### config.mk
export PLATFORM = sky130hd
export DESIGN_NAME = usb_hid_key_scheduler
export DESIGN_NICKNAME = d
export VERILOG_FILES = /design/src/rtl/usb_hid_pkg.sv /design/src/rtl/usb_hid_key_fifo.sv /design/src/rtl/usb_hid_key_scheduler.sv
export SDC_FILE = /design/constraint.sdc
export NUM_CORES = 1
export LEC_CHECK = 0
export CAP_MARGIN = 20
export CORE_AREA = 4 4 132 134
export DETAILED_ROUTE_END_ITERATION = 8
export DIE_AREA = 0 0 136 138
export PLACE_DENSITY = 0.69
export SETUP_SLACK_MARGIN = 0.3
export SLEW_MARGIN = 20
export SYNTH_ARGS = -nofsm -noshare
export SYNTH_HDL_FRONTEND = slang
export SYNTH_HIERARCHICAL = 1
export SYNTH_SLANG_ARGS = --single-unit
### constraint.sdc
create_clock -name clk -period 8.34 [get_ports clk]
set_clock_uncertainty 0.05 [all_clocks]
set_input_delay 1.668 -clock clk [delete_from_list [all_inputs] [get_ports clk]]
set_output_delay 1.668 -clock clk [all_outputs]
set_load 0.05 [all_outputs]
### src/rtl/usb_hid_pkg.sv
// Shared types for the HID keyboard report scheduler: key encoding, sequencer
// states and the press-report byte map.
package usb_hid_pkg;

    localparam int HID_REPORT_BYTES = 8;

    typedef struct packed {
        logic [7:0] modifier;
        logic [7:0] usage;
    } key_t;

    typedef enum logic [1:0] {
        IDLE,
        PRESS,
        RELEASE,
        GAP
    } sched_state_t;

    // Boot-protocol layout: modifier, reserved, first usage slot, five unused slots.
    function automatic logic [7:0] press_byte(input key_t key, input logic [2:0] idx);
        case (idx)
            3'd0:    return key.modifier;
            3'd2:    return key.usage;
            default: return 8'h00;
        endcase
    endfunction

endpackage

### src/rtl/usb_hid_key_fifo.sv
// Synchronous keystroke FIFO; cleared by either the system reset or a USB bus reset.
module usb_hid_key_fifo
    import usb_hid_pkg::*;
#(
    parameter  int DEPTH = 8,
    localparam int PTR_W = $clog2(DEPTH),
    localparam int CNT_W = $clog2(DEPTH + 1)
) (
    input  logic             clk,
    input  logic             rst,
    input  logic             usb_rstn,
    input  logic             push,
    input  key_t             push_data,
    input  logic             pop,
    output key_t             head,
    output logic             full,
    output logic             empty,
    output logic [CNT_W-1:0] count
);

    key_t             mem [DEPTH];
    logic [PTR_W-1:0] wr_ptr_reg;
    logic [PTR_W-1:0] rd_ptr_reg;
    logic [CNT_W-1:0] count_reg;
    logic             do_push;
    logic             do_pop;
    logic             flush;

    assign flush   = rst | ~usb_rstn;
    assign full    = (count_reg == CNT_W'(DEPTH));
    assign empty   = (count_reg == '0);
    assign do_push = push & ~full;
    assign do_pop  = pop & ~empty;
    assign head    = mem[rd_ptr_reg];
    assign count   = count_reg;

    always_ff @(posedge clk) begin
        if (do_push) begin
            mem[wr_ptr_reg] <= push_data;
        end
    end

    // DEPTH is a power of two, so pointers wrap by natural overflow.
    always_ff @(posedge clk) begin
        if (flush) begin
            wr_ptr_reg <= '0;
            rd_ptr_reg <= '0;
            count_reg  <= '0;
        end else begin
            if (do_push) begin
                wr_ptr_reg <= wr_ptr_reg + PTR_W'(1);
            end
            if (do_pop) begin
                rd_ptr_reg <= rd_ptr_reg + PTR_W'(1);
            end
            case ({do_push, do_pop})
                2'b10:   count_reg <= count_reg + CNT_W'(1);
                2'b01:   count_reg <= count_reg - CNT_W'(1);
                default: count_reg <= count_reg;
            endcase
        end
    end

endmodule

### src/rtl/usb_hid_key_scheduler.sv
// Round-robin keystroke arbiter feeding a FIFO, and a sequencer that emits an
// 8-byte press report followed by an 8-byte release report for every key.
module usb_hid_key_scheduler
    import usb_hid_pkg::*;
#(
    parameter  int          NREQ       = 4,
    parameter  int          FIFO_DEPTH = 8,
    parameter  logic [15:0] GAP_CYCLES = 16'd0,
    localparam int          CNT_W      = $clog2(FIFO_DEPTH + 1)
) (
    input  logic                 clk,
    input  logic                 rst,
    input  logic                 usb_rstn,
    input  logic [NREQ-1:0]      req_valid,
    input  logic [16*NREQ-1:0]   req_key,
    output logic [NREQ-1:0]      req_ready,
    output logic [7:0]           in_data,
    output logic                 in_valid,
    input  logic                 in_ready,
    output logic                 busy,
    output logic [CNT_W-1:0]     fifo_count
);

    localparam int RR_W = (NREQ > 1) ? $clog2(NREQ) : 1;

    logic            flush;
    logic [RR_W-1:0] rr_ptr_reg;
    logic [RR_W-1:0] grant_idx;
    logic            grant_any;
    logic            grant_en;
    key_t            push_key;
    key_t            fifo_head;
    logic            fifo_full;
    logic            fifo_empty;
    logic            pop;

    sched_state_t    state_reg, state_next;
    logic [2:0]      idx_reg, idx_next;
    logic [15:0]     gap_reg, gap_next;
    key_t            key_reg, key_next;

    assign flush = rst | ~usb_rstn;

    always_comb begin : arb
        int cand;
        cand      = 0;
        grant_any = 1'b0;
        grant_idx = '0;
        for (int k = 0; k < NREQ; k++) begin
            cand = int'(rr_ptr_reg) + k;
            if (cand >= NREQ) begin
                cand = cand - NREQ;
            end
            if (!grant_any && req_valid[cand]) begin
                grant_any = 1'b1;
                grant_idx = RR_W'(cand);
            end
        end
    end

    // Full comes from registered occupancy, so a same-cycle pop never frees a slot.
    assign grant_en = grant_any & ~fifo_full & ~flush;
    assign push_key = req_key[16*grant_idx +: 16];

    generate
        for (genvar gi = 0; gi < NREQ; gi++) begin : g_ready
            assign req_ready[gi] = grant_en && (grant_idx == RR_W'(gi));
        end
    endgenerate

    always_ff @(posedge clk) begin
        if (flush) begin
            rr_ptr_reg <= '0;
        end else if (grant_en) begin
            rr_ptr_reg <= (grant_idx == RR_W'(NREQ - 1)) ? '0 : grant_idx + RR_W'(1);
        end
    end

    usb_hid_key_fifo #(
        .DEPTH (FIFO_DEPTH)
    ) u_fifo (
        .clk       (clk),
        .rst       (rst),
        .usb_rstn  (usb_rstn),
        .push      (grant_en),
        .push_data (push_key),
        .pop       (pop),
        .head      (fifo_head),
        .full      (fifo_full),
        .empty     (fifo_empty),
        .count     (fifo_count)
    );

    always_comb begin
        state_next = state_reg;
        idx_next   = idx_reg;
        gap_next   = gap_reg;
        key_next   = key_reg;
        pop        = 1'b0;
        in_valid   = 1'b0;
        in_data    = 8'h00;
        case (state_reg)
            IDLE: begin
                if (!fifo_empty) begin
                    pop        = 1'b1;
                    key_next   = fifo_head;
                    idx_next   = 3'd0;
                    state_next = PRESS;
                end
            end
            PRESS: begin
                in_valid = 1'b1;
                in_data  = press_byte(key_reg, idx_reg);
                if (in_ready) begin
                    idx_next = idx_reg + 3'd1;
                    if (idx_reg == 3'(HID_REPORT_BYTES - 1)) begin
                        idx_next   = 3'd0;
                        state_next = RELEASE;
                    end
                end
            end
            RELEASE: begin
                in_valid = 1'b1;
                if (in_ready) begin
                    idx_next = idx_reg + 3'd1;
                    if (idx_reg == 3'(HID_REPORT_BYTES - 1)) begin
                        idx_next = 3'd0;
                        if (GAP_CYCLES != 16'd0) begin
                            gap_next   = GAP_CYCLES - 16'd1;
                            state_next = GAP;
                        end else begin
                            state_next = IDLE;
                        end
                    end
                end
            end
            GAP: begin
                if (gap_reg == 16'd0) begin
                    state_next = IDLE;
                end else begin
                    gap_next = gap_reg - 16'd1;
                end
            end
            default: state_next = IDLE;
        endcase
    end

    always_ff @(posedge clk) begin
        if (flush) begin
            state_reg <= IDLE;
            idx_reg   <= 3'd0;
            gap_reg   <= 16'd0;
            key_reg   <= '0;
        end else begin
            state_reg <= state_next;
            idx_reg   <= idx_next;
            gap_reg   <= gap_next;
            key_reg   <= key_next;
        end
    end

    assign busy = (state_reg != IDLE) || !fifo_empty;

endmodule

== After elaboration in Yosys (flattened, before gate mapping) ==
Memories as Yosys holds them, arrays and structs flattened. A register that Yosys moved wholly into a read port is not among the register bits.
Index checks and enable logic that the tools add are counted.

* Register bits: 33
* Bits in writable memories: 128
* Bits of input ports: 72
* Output and inout port bits: 18
* Logic and storage cells: 128
* Memories kept: 1

{| class="wikitable"
|+ Memories
! memory !! depth !! width !! read ports !! clocked after memory_dff !! wr ports !! RTL line !! source
|-
| u_fifo.mem || 8 || 16 || 1 || 1 || 1 || usb_hid_key_fifo.sv:21 || <nowiki>key_t mem [DEPTH];</nowiki>
|}

* $add $sub $neg: 14
* $lt $le $gt $ge: 8
* Eq/ne operators: 18
* Shift-type cells: 1
* Multiplexer cells: 44
* Bitwise operators: 10
* Reduce and logical (&&, ||, !) cells: 25

{| class="wikitable"
|+ Operator list
! cell !! number
|-
| less-than comparator 32 x 4 -> 1 bit, second input constant || 4
|-
| 2-to-1 mux 32 bit || 4
|-
| variable part select 64 x 7 -> 16 bit || 1
|-
| 2-to-1 mux 2 bit || 11
|-
| 2-to-1 mux 1 bit || 17
|-
| logical NOT 16 bit || 1
|-
| case mux 8 bit (2 select lines) || 1
|-
| subtractor 16 x 1 -> 16 bit, second input constant || 1
|-
| inequality test 2 bit, second input constant || 6
|-
| subtractor 3 x 3 -> 4 bit, second input constant || 3
|-
| == test 2 bit, second input constant || 5
|-
| adder 3 x 1 -> 3 bit, second input constant || 3
|-
| greater-or-equal comparator 3 bit, second input constant || 3
|-
| 2-to-1 mux 3 bit || 3
|-
| binary-select mux 1 bit (select 2 bit) || 4
|-
| 2-to-1 mux 8 bit || 1
|-
| case mux 2 bit (4 select lines) || 1
|-
| case mux 4 bit (2 select lines) || 1
|-
| logical AND 1 bit || 7
|-
| adder 2 x 2 -> 3 bit, second input constant || 2
|-
| == test 2 x 1 -> 1 bit, second input constant || 3
|-
| case mux 3 bit (2 select lines) || 1
|-
| AND reduction 6 bit || 1
|-
| nonzero test 2 bit || 3
|-
| 21 further kinds || 33
|}

== Depth between registers and ports, before layout ==
Gate-level depths: netlist (run 1).

* Word-level depth: 20
* Gate-level depth with buffers: 14
* Depth with buffers taken out: 12

== Cells and area by module ==
Netlist (run 1), hierarchy kept.

{| class="wikitable"
|+ By module, submodules not included
! module !! instances !! cells each !! area an instance (um2) !! seq. area each (um2)
|-
| usb_hid_key_fifo || 1 || 262 || 5534.1 || 4103.9
|-
| usb_hid_key_scheduler || 1 || 297 || 2476.1 || 780.7
|}

== Worst setup path before layout (run 1) ==
OpenSTA, ideal clock, no wires.

* Path kind: input to output
* Start point: in rst
* End point: out req_ready[0]
* Data arrival time: 4.033 ns
* Required time: 6.622 ns
* Setup slack: 2.589 ns
* Cell stages on the path: 3
* Path buffers: 0
* Path through: nand2b_1 > nor3_1 > nor3b_1

* Longest elaborated chain between the ends: 4

{| class="wikitable"
|+ Ends and longest elaborated chain
! element !! RTL line !! source
|-
| from (decl) || usb_hid_key_scheduler.sv:12 || <nowiki>input logic rst,</nowiki>
|-
| OR 1 bit || usb_hid_key_scheduler.sv:42 || <nowiki>assign flush = rst | ~usb_rstn;</nowiki>
|-
| inverter 1 bit || usb_hid_key_scheduler.sv:62 || <nowiki>assign grant_en = grant_any & ~fifo_full & ~flush;</nowiki>
|-
| bitwise AND 1 bit || usb_hid_key_scheduler.sv:62 ||
|-
| net grant_en || usb_hid_key_scheduler.sv:30 || <nowiki>logic grant_en;</nowiki>
|-
| logical AND 1 bit || usb_hid_key_scheduler.sv:67 || <nowiki>assign req_ready[gi] = grant_en && (grant_idx == RR_W'(gi));</nowiki>
|-
| to (decl) || usb_hid_key_scheduler.sv:16 || <nowiki>output logic [NREQ-1:0] req_ready,</nowiki>
|}

The timed path passes the listed nets, and every way through them passes these cells.

== Worst setup path after layout (run 1) ==
Ends and elaborated chain as after synthesis.

==> results.yml, run 1 <==
layout:
  fin_nets: 729
  fillCellCount: 1246
  num_antenna_cells: 0
  synthToLayoutAreaGrowth_pct: 21.6
  share_of_layout_cells_above_drive_strength_1: 0.169
  postLayoutCoreUtil: 0.598
  stdcell_area_um2: 9740
  largest_reg_flops: 128
  layout.area.seq_um2: 4890
  multiInputGateArea_um2: 3010
synth:
  post_synthesis_compound_gate_area_fraction: 0.0406
  muxShareOfSynthArea: 0.180
  yosys.cell_types.count: 58
  syn-instance-count: 559
  dominant_combinational_cell_family_by_area_after_synthesis: "multiplexers"
  synth-simple-area-share: 0.0987
  synthXorXnorAreaFrac: 0.0217
  dominantRegCellSynth: "edfxtp_1"
  synth_async_sr_flop_share: 0
  synth_enable_flop_cells: 128
  yosysWarnings: 6
  mappedNetlistNets: 646
  mappedNetlistArea_um2: 8010
  synth.yosys.seq_area_share: 0.610
  synthesis.area_per_instance_um2: 14.3
  synth-adder-area-share: 0.0234
  postSynthRegisterBits: 180
setup_path:
  cp_cell_sequence: "clkdlybuf4s50_1 -> nand2b_1 -> buf_4 -> nor3_2 -> nor3b_1 -> clkdlybuf4s50_1"
  timing.critical_path.arrival_ns: 4.50
  critPathMaxFanout: 40
  worstRegToRegCells: 11
  timing.rr.end: "u_fifo/count[2]"
  crit_path_max_incr_delay_ns: 0.87
  slowest_stage: "clkdlybuf4s50_1"
  worstReg2RegStart: "u_fifo/count[1]"
  critical_path_required_ns: 6.62
  path_class: "in2out"
  critical_path_launch_point_type: "input pin"
  crit_path_end_kind: "output pin"
  ff2ff_setup_slack_ns: 4.26
  crit_path_frequent_cell: "clkdlybuf4s50_1"
cts:
  clk_latency_ns: 0.43
  clock-sinks: 180
  cts.htree.levels: 4
  cts_tree: "built"
  cts.clk_slew.worst_paths_ns: 0.07
  cts.path.max_buffers: 2
  post-cts-setup-buffer-count: 0
  ctsHoldBuffers: 0
  cts_inserted_buffers: 17
  cts_root_buf: "clkbuf_16"
  resize_count_post_cts: 0
timing:
  timing_max_transition_violations_final: 0
  fmaxAchievable_mhz: 161
  rsz0062_at_grt: "false"
  report.final.setup_viol: 0
  finalHoldViolCount: 0
  layout_min_cycle_time_ns: 6.22
  tns_ns: 0
  maxSlewHeadroom: 0.261
  final_min_period_over_clock_period: 0.746
  tightestPinTransition_ns: 1.11
route:
  drc: 0
  via_per_inst: 5.45
  detail_route.wl_per_cell_um: 17.9
  drt_pass1_iterations: 4
  route.vias.total: 4770
  number_of_routed_nets_with_antenna_violations: 0
  detailedRoute.firstIterationViolations: 275
  postRouteWirelength_um: 15700
run_status:
  status: "finished, final reports clean"
grt:
  grt_pass1_wl_um: 25100
  total_overflow_reported_by_the_global_router: 0
  number_of_antenna_violations_at_the_first_check_in_global_routing: 0
  grt_max_degree: 41
  global_route.usage.total: 0.173
  first_global_vias: 4804
hold_path:
  hp_class: "reg2reg"
  whs_path_depth: 2
  holdPathEnd: "key_reg[13]"
  hold_path_startpoint: "key_reg[13]"
die:
  io_pins: 90
  die_w_um: 136
  floorplan.die.height_um: 138
  rows: 47
  core_region_area_um2: 16300
  initial_core_util: 0.492
  fp.dieArea_um2: 18800
placed_design:
  detailed_place_hpwl_um: 10400
  detailed_place.area_um2: 9130
  port-buffer-count: 89
  gpl.final_weighted_congestion: 0.754
power_and_ir_drop:
  power.density_cell_area_nw_per_um2: 198
  p_leak_nw: 3.16
  max-vdd-ir-drop_uv: 182
job:
  maximum_capacitance_violations: 0
[stage by stage]
stage / hold slack, ns / total power, W / cells / setup WS (ns)
after floorplan: 0.386 / 0.00108 / 559 / 2.59
after global placement: 0.396 / 0.00114 / 843 / 2.05
after detailed placement: 0.403 / 0.00114 / 843 / 2.01
after CTS: 0.412 / 0.00195 / 875 / 2.00
after global routing: 0.431 / 0.00200 / 875 / 1.94
final: 0.407 / 0.00193 / 875 / 2.12
[per-layer routing]
layer / track usage / vias up / share of wire / wire length (um)
li1: - / 2279 / - / -
met1: 0.231 / 2362 / 0.42 / 6610
met2: 0.286 / 118 / 0.51 / 8080
met3: 0.0331 / 11 / 0.055 / 856
met4: 0.0541 / 0 / 0.0096 / 150
met5: 0 / - / 0 / 0
[synth_stat cells, types with 10 or more instances]
| library cell | n | share of area |
|---|---|---|
| clkbuf_1 | 10 | 0.0047 |
| inv_1 | 10 | 0.0047 |
| mux4_2 | 32 | 0.090 |
| mux2i_1 | 54 | 0.067 |
| edfxtp_1 | 128 | 0.48 |
| nand2_1 | 44 | 0.021 |
| mux2_2 | 16 | 0.022 |
| ha_1 | 15 | 0.023 |
| a21oi_1 | 29 | 0.018 |
| nor2_1 | 44 | 0.021 |
| xor2_1 | 14 | 0.015 |
| dfxtp_1 | 52 | 0.13 |
[kinds of logic (layout without fill, tap and decap cells)]
family	after synthesis	count (layout)
adders and majority gates	15	15
buffers and inverters	40	136
AOI/OAI and AO/OA	53	53
DFF	180	180
xor gates and xnor gates	19	19
and+or+nand+nor	150	150
muxes	102	102
[final cells by class]
| cell class | count | area share |
|---|---|---|
| clock inverters | 14 | 0.0181 |
| well taps | 220 | 0.0283 |
| inverters | 11 | 0.00424 |
| flip-flops and latches | 180 | 0.502 |
| repair buffers | 93 | 0.0946 |
| multi-input cells | 339 | 0.309 |
| clock buffers | 18 | 0.0441 |
[report_power, final]
part	internal (W)	switching, W	leakage, nW	total, W
clock network	0.000476	0.000334	0.294	0.000810
logic	0.0000648	0.0000721	1.29	0.000137
registers	0.000982	0.00000372	1.58	0.000986
total	0.00152	0.000410	3.16	0.00193
[critical path, delay by kind of cell]
kind | cells | cell delay [ns]
buffers and inverters | 3 | 1.57
and+or+nand+nor | 3 | 1.25
[placed cells by master, fill, tap and decap left out, types with 5 or more instances in the layout]
master / count
a21oi_1: 29
edfxtp_1: 128
nor2_1: 41
nand2_1: 44
a22oi_1: 8
o21ai_0: 6
xor2_1: 14
mux2_2: 16
inv_1: 10
clkbuf_16: 17
mux4_2: 32
mux2i_1: 54
dfxtp_1: 50
clkdlybuf4s50_1: 89
nand3_1: 7
ha_1: 15
nand2b_1: 9
nor4_1: 5
[worst max path at each step]
stage / start / endpoint / slack [ns] / cells past startpoint
global placement: req_valid[0] / req_ready[3] / 2.05 / 6
finish: rst / req_ready[0] / 2.12 / 6
CTS: req_valid[0] / req_ready[3] / 2.00 / 6
detailed placement: req_valid[0] / req_ready[3] / 2.01 / 6
floorplan: rst / req_ready[0] / 2.59 / 3
global route: rst / req_ready[0] / 1.94 / 6
No activity file was read; power rests on OpenSTA's default activity.
==> run 2, diff against run 1 <==
--- a/config.mk
+++ b/config.mk
@@ -9,7 +9,7 @@
 export CORE_AREA = 4 4 132 134
 export DETAILED_ROUTE_END_ITERATION = 8
 export DIE_AREA = 0 0 136 138
-export PLACE_DENSITY = 0.69
+export PLACE_DENSITY = 0.72
 export SETUP_SLACK_MARGIN = 0.3
 export SLEW_MARGIN = 20
 export SYNTH_ARGS = -nofsm -noshare
==> constraint.sdc (replaced) <==
create_clock -name clk -period 5.2 [get_ports clk]
set_clock_uncertainty 0.05 [all_clocks]
set_input_delay 1.04 -clock clk [delete_from_list [all_inputs] [get_ports clk]]
set_output_delay 1.04 -clock clk [all_outputs]
set_load 0.05 [all_outputs]
==> results.yml, run 2 (synthesized netlist as in run 1, its figures left out) <==
power_and_ir_drop:
  power.density_cell_area_nw_per_um2: 309
  p_leak_nw: 3.22
  max-vdd-ir-drop_uv: 186
job:
  maximum_capacitance_violations: 0
timing:
  rsz0062_at_grt: "false"
  timing_max_transition_violations_final: 0
  finalHoldViolCount: 0
  layout_setup_ws_ns: 1.28
  maxSlewHeadroom: 0.364
  report.final.setup_viol: 0
  final_min_period_over_clock_period: 0.754
  layout_min_cycle_time_ns: 3.92
  tightestPinTransition_ns: 0.952
  fmaxAchievable_mhz: 255
  tns_ns: 0
cts:
  cts.path.max_buffers: 2
  cts.clk_slew.worst_paths_ns: 0.06
  clk_latency_ns: 0.42
  clock-sinks: 180
  cts_tree: "built"
  cts.htree.levels: 4
  cts_root_buf: "clkbuf_16"
  post-cts-setup-buffer-count: 0
  ctsHoldBuffers: 0
  resize_count_post_cts: 0
  cts_inserted_buffers: 17
hold_path:
  holdPathEnd: "key_reg[5]"
  whs_path_depth: 2
  hp_class: "reg2reg"
  hold_path_startpoint: "key_reg[5]"
setup_path:
  worstRegToRegCells: 11
  critPathMaxFanout: 6
  worstReg2RegStart: "u_fifo/count[1]"
  path_class: "in2out"
  crit_path_end_kind: "output pin"
  critical_path_required_ns: 4.11
  critical_path_launch_point_type: "input pin"
  timing.critical_path.arrival_ns: 2.83
  ff2ff_setup_slack_ns: 1.67
  timing.rr.end: "u_fifo/count[2]"
layout:
  fin_nets: 739
  synthToLayoutAreaGrowth_pct: 21.9
  share_of_layout_cells_above_drive_strength_1: 0.179
  num_antenna_cells: 0
  most-common-layout-cells: "128 x edfxtp_1, 85 x clkdlybuf4s50_1, 54 x mux2i_1"
  largest_reg_flops: 128
  mostFrequentLayoutCell: "edfxtp_1"
die:
  fp.dieArea_um2: 18800
  floorplan.die.height_um: 138
  io_pins: 90
  core_region_area_um2: 16300
  die_w_um: 136
  rows: 47
  initial_core_util: 0.492
route:
  drt-met1-wl_um: 6870
  detailedRoute.firstIterationViolations: 357
  via_per_inst: 5.44
  drt_pass1_iterations: 4
  postRouteWirelength_um: 15800
  met2RoutedLength_um: 7950
  top_layer: "met4"
  number_of_routed_nets_with_antenna_violations: 0
  route.vias.total: 4814
  met3_wirelength_um: 862
  drc: 0
  detail_route.wl_per_cell_um: 17.9
grt:
  global_route.usage.total: 0.175
  grt_max_degree: 40
  number_of_antenna_violations_at_the_first_check_in_global_routing: 0
  first_global_vias: 4865
  total_overflow_reported_by_the_global_router: 0
  grt_pass1_wl_um: 25400
placed_design:
  port-buffer-count: 89
  post-place-ws_ns: 1.29
  gpl.final_weighted_congestion: 0.766
  detailed_place_hpwl_um: 10300
run_status:
  status: "finished, final reports clean"
run 2: layout make-up:
| cell class | count | area [um^2] |
|---|---|---|
| clock buffers | 18 | 429 |
| clock inverters | 14 | 136 |
| fillers | 1204 | 6520 |
| inverters | 11 | 41.3 |
| multi-input cells | 339 | 2960 |
| flip-flops and latches | 180 | 4890 |
| well taps | 220 | 275 |
| repair buffers | 103 | 1040 |
run 2: worst max-delay path, cell delays in order:
cell and delay [ns]:
clkdlybuf4s50_1 0.58, a21oi_1 0.10, o21ai_0 0.13, o2bb2a_1 0.31, nor3b_1 0.47, buf_12 0.20
run 2: how the worst max path moves through the flow:
stage / startpoint / end / slack [ns]
2_1_floorplan: rst / req_ready[0] / 0.70
6_report: req_valid[0] / req_ready[0] / 1.28
3_5_place_dp: req_valid[0] / req_ready[0] / 1.29
4_1_cts: req_valid[0] / req_ready[0] / 1.27
5_1_grt: req_valid[0] / req_ready[0] / 1.14
3_3_place_gp: req_valid[0] / req_ready[0] / 1.35
run 2: report_power, final:
part / switching, W / internal [W] / leakage (nW) / total (W)
combinational: 0.000116 / 0.000107 / 1.37 / 0.000223
clock: 0.000515 / 0.000703 / 0.273 / 0.00122
sequential: 0.00000620 / 0.00157 / 1.58 / 0.00158
run 2: routing by layer:
layer / vias to the layer above / track usage
met5: - / 0
met4: 0 / 0.0515
met3: 14 / 0.0349
met2: 124 / 0.290
met1: 2381 / 0.235
li1: 2295 / -
run 2: stage by stage:
step / power, W / hold WS (ns) / instance area (um^2) / cells / util
global placement: 0.00183 / 0.397 / 9200 / 853 / 0.565
global route: 0.00312 / 0.434 / 9770 / 885 / 0.600
floorplan: 0.00173 / 0.386 / 8010 / 559 / -
finish: 0.00302 / 0.406 / 9770 / 885 / 0.600
CTS: 0.00304 / 0.408 / 9770 / 885 / 0.600
detailed placement: 0.00184 / 0.400 / 9200 / 853 / 0.565
==> run 3, diff against run 2 <==
--- a/config.mk
+++ b/config.mk
@@ -9,7 +9,7 @@
 export CORE_AREA = 4 4 132 134
 export DETAILED_ROUTE_END_ITERATION = 8
 export DIE_AREA = 0 0 136 138
-export PLACE_DENSITY = 0.72
+export PLACE_DENSITY = 0.69
 export SETUP_SLACK_MARGIN = 0.3
 export SLEW_MARGIN = 20
 export SYNTH_ARGS = -nofsm -noshare
==> constraint.sdc (replaced) <==
create_clock -name clk -period 3.9 [get_ports clk]
set_clock_uncertainty 0.05 [all_clocks]
set_input_delay 0.78 -clock clk [delete_from_list [all_inputs] [get_ports clk]]
set_output_delay 0.78 -clock clk [all_outputs]
set_load 0.05 [all_outputs]
==> results.yml, run 3 (synthesized netlist as in run 1, its figures left out) <==
run_status:
  status: "finished, final reports clean"
cts:
  post-cts-setup-buffer-count: 0
  clock-sinks: 180
  cts.path.max_buffers: 2
  cts_inserted_buffers: 17
  ctsHoldBuffers: 0
  clk_latency_ns: 0.43
  cts_tree: "built"
  cts_root_buf: "clkbuf_16"
  resize_count_post_cts: 0
  cts.clk_slew.worst_paths_ns: 0.07
  cts.htree.levels: 4
layout:
  synthToLayoutAreaGrowth_pct: 22.4
  postLayoutCoreUtil: 0.602
  stdcell_area_um2: 9810
  fillCellCount: 1246
  share_of_layout_cells_above_drive_strength_1: 0.188
  fin_nets: 740
  mostFrequentLayoutCell: "edfxtp_1"
  fin_cells: 886
  num_antenna_cells: 0
  largest_reg_flops: 128
  most-common-layout-cells: "128 x edfxtp_1, 85 x clkdlybuf4s50_1, 54 x mux2i_1"
placed_design:
  post-place-ws_ns: 0.366
  detailed_place_hpwl_um: 10800
  gpl.final_weighted_congestion: 0.796
  place_inst: 854
  port-buffer-count: 89
  detailed_place.area_um2: 9230
setup_path:
  path_class: "in2out"
  cp_cell_sequence: "clkdlybuf4s50_1 -> nor4_1 -> nor3_2 -> buf_4 -> nor3b_2 -> buf_12"
  crit_path_max_incr_delay_ns: 0.59
  critical_path_required_ns: 3.07
  critical_path_launch_point_type: "input pin"
  crit_path_end_kind: "output pin"
  critPathMaxFanout: 10
  number_of_buffers_and_inverters_on_the_critical_path: 3
  critical-path-top-delay-family: "buffers and inverters"
  timing.critical_path.arrival_ns: 2.58
  slowest_stage: "clkdlybuf4s50_1"
die:
  fp.dieArea_um2: 18800
  floorplan.die.height_um: 138
  io_pins: 90
  initial_core_util: 0.492
  core_region_area_um2: 16300
  rows: 47
  die_w_um: 136
grt:
  grt_max_degree: 40
  number_of_antenna_violations_at_the_first_check_in_global_routing: 0
  first_global_vias: 4987
  global_route.usage.total: 0.176
  grt_pass1_wl_um: 25600
  total_overflow_reported_by_the_global_router: 0
route:
  route.vias.total: 4779
  postRouteWirelength_um: 15800
  drt_pass1_iterations: 4
  met2RoutedLength_um: 7930
  drc: 0
  detailedRoute.firstIterationViolations: 295
  drt-met1-wl_um: 6950
  met3_wirelength_um: 658
  detail_route.wl_per_cell_um: 17.8
  top_layer: "met4"
  number_of_routed_nets_with_antenna_violations: 0
  via_per_inst: 5.39
timing:
  report.final.setup_viol: 0
  maxSlewHeadroom: 0.377
  fmaxAchievable_mhz: 293
  layout_min_cycle_time_ns: 3.41
  rsz0062_at_grt: "false"
  final_min_period_over_clock_period: 0.875
  layout_setup_ws_ns: 0.486
  timing_max_transition_violations_final: 0
  finalHoldViolCount: 0
  tightestPinTransition_ns: 0.933
  tns_ns: 0
power_and_ir_drop:
  power.density_cell_area_nw_per_um2: 412
  p_leak_nw: 3.24
  max-vdd-ir-drop_uv: 298
job:
  maximum_capacitance_violations: 0
hold_path:
  hp_class: "reg2reg"
[run 3: final cells by class]
class / instances / area (um^2) / share of cell area
Tap cell: 220 / 275 / 0.0281
Sequential cell: 180 / 4890 / 0.498
Multi-Input combinational cell: 339 / 2970 / 0.303
Inverter: 11 / 41.3 / 0.00421
Timing Repair Buffer: 104 / 1060 / 0.108
Clock inverter: 15 / 149 / 0.0152
Clock buffer: 17 / 425 / 0.0434
[run 3: power breakdown]
group          switching, W  internal, W
registers        0.00000819      0.00210
clock network      0.000736     0.000897
logic              0.000156     0.000146
total              0.000900      0.00314
[run 3: worst paths after layout]
kind	slack [ns]	depth (start not counted)	to	startpoint
max	0.49	6	req_ready[0]	req_valid[0]
min	0.41	2	key_reg[0]	key_reg[0]
max reg2reg	0.83	12	u_fifo/count[2]	u_fifo/count[1]
min reg2reg	0.41	2	key_reg[0]	key_reg[0]
[run 3: metal layers]
metal / GRT usage / vias to the layer above
li1: - / 2306
met1: 0.234 / 2341
met2: 0.290 / 113
met3: 0.0323 / 19
met4: 0.0610 / 0
met5: 0 / -
[run 3: through the flow]
step	hold slack (ns)	total power, W
2_1_floorplan	0.386	0.00231
3_3_place_gp	0.397	0.00244
3_5_place_dp	0.404	0.00245
4_1_cts	0.414	0.00408
5_1_grt	0.434	0.00418
6_report	0.412	0.00404
[run 3: tightest hold or removal path: stages, from the launching register on]
cell and delay, ns:
dfxtp_1 0.31, nand2_1 0.05, a21oi_1 0.05
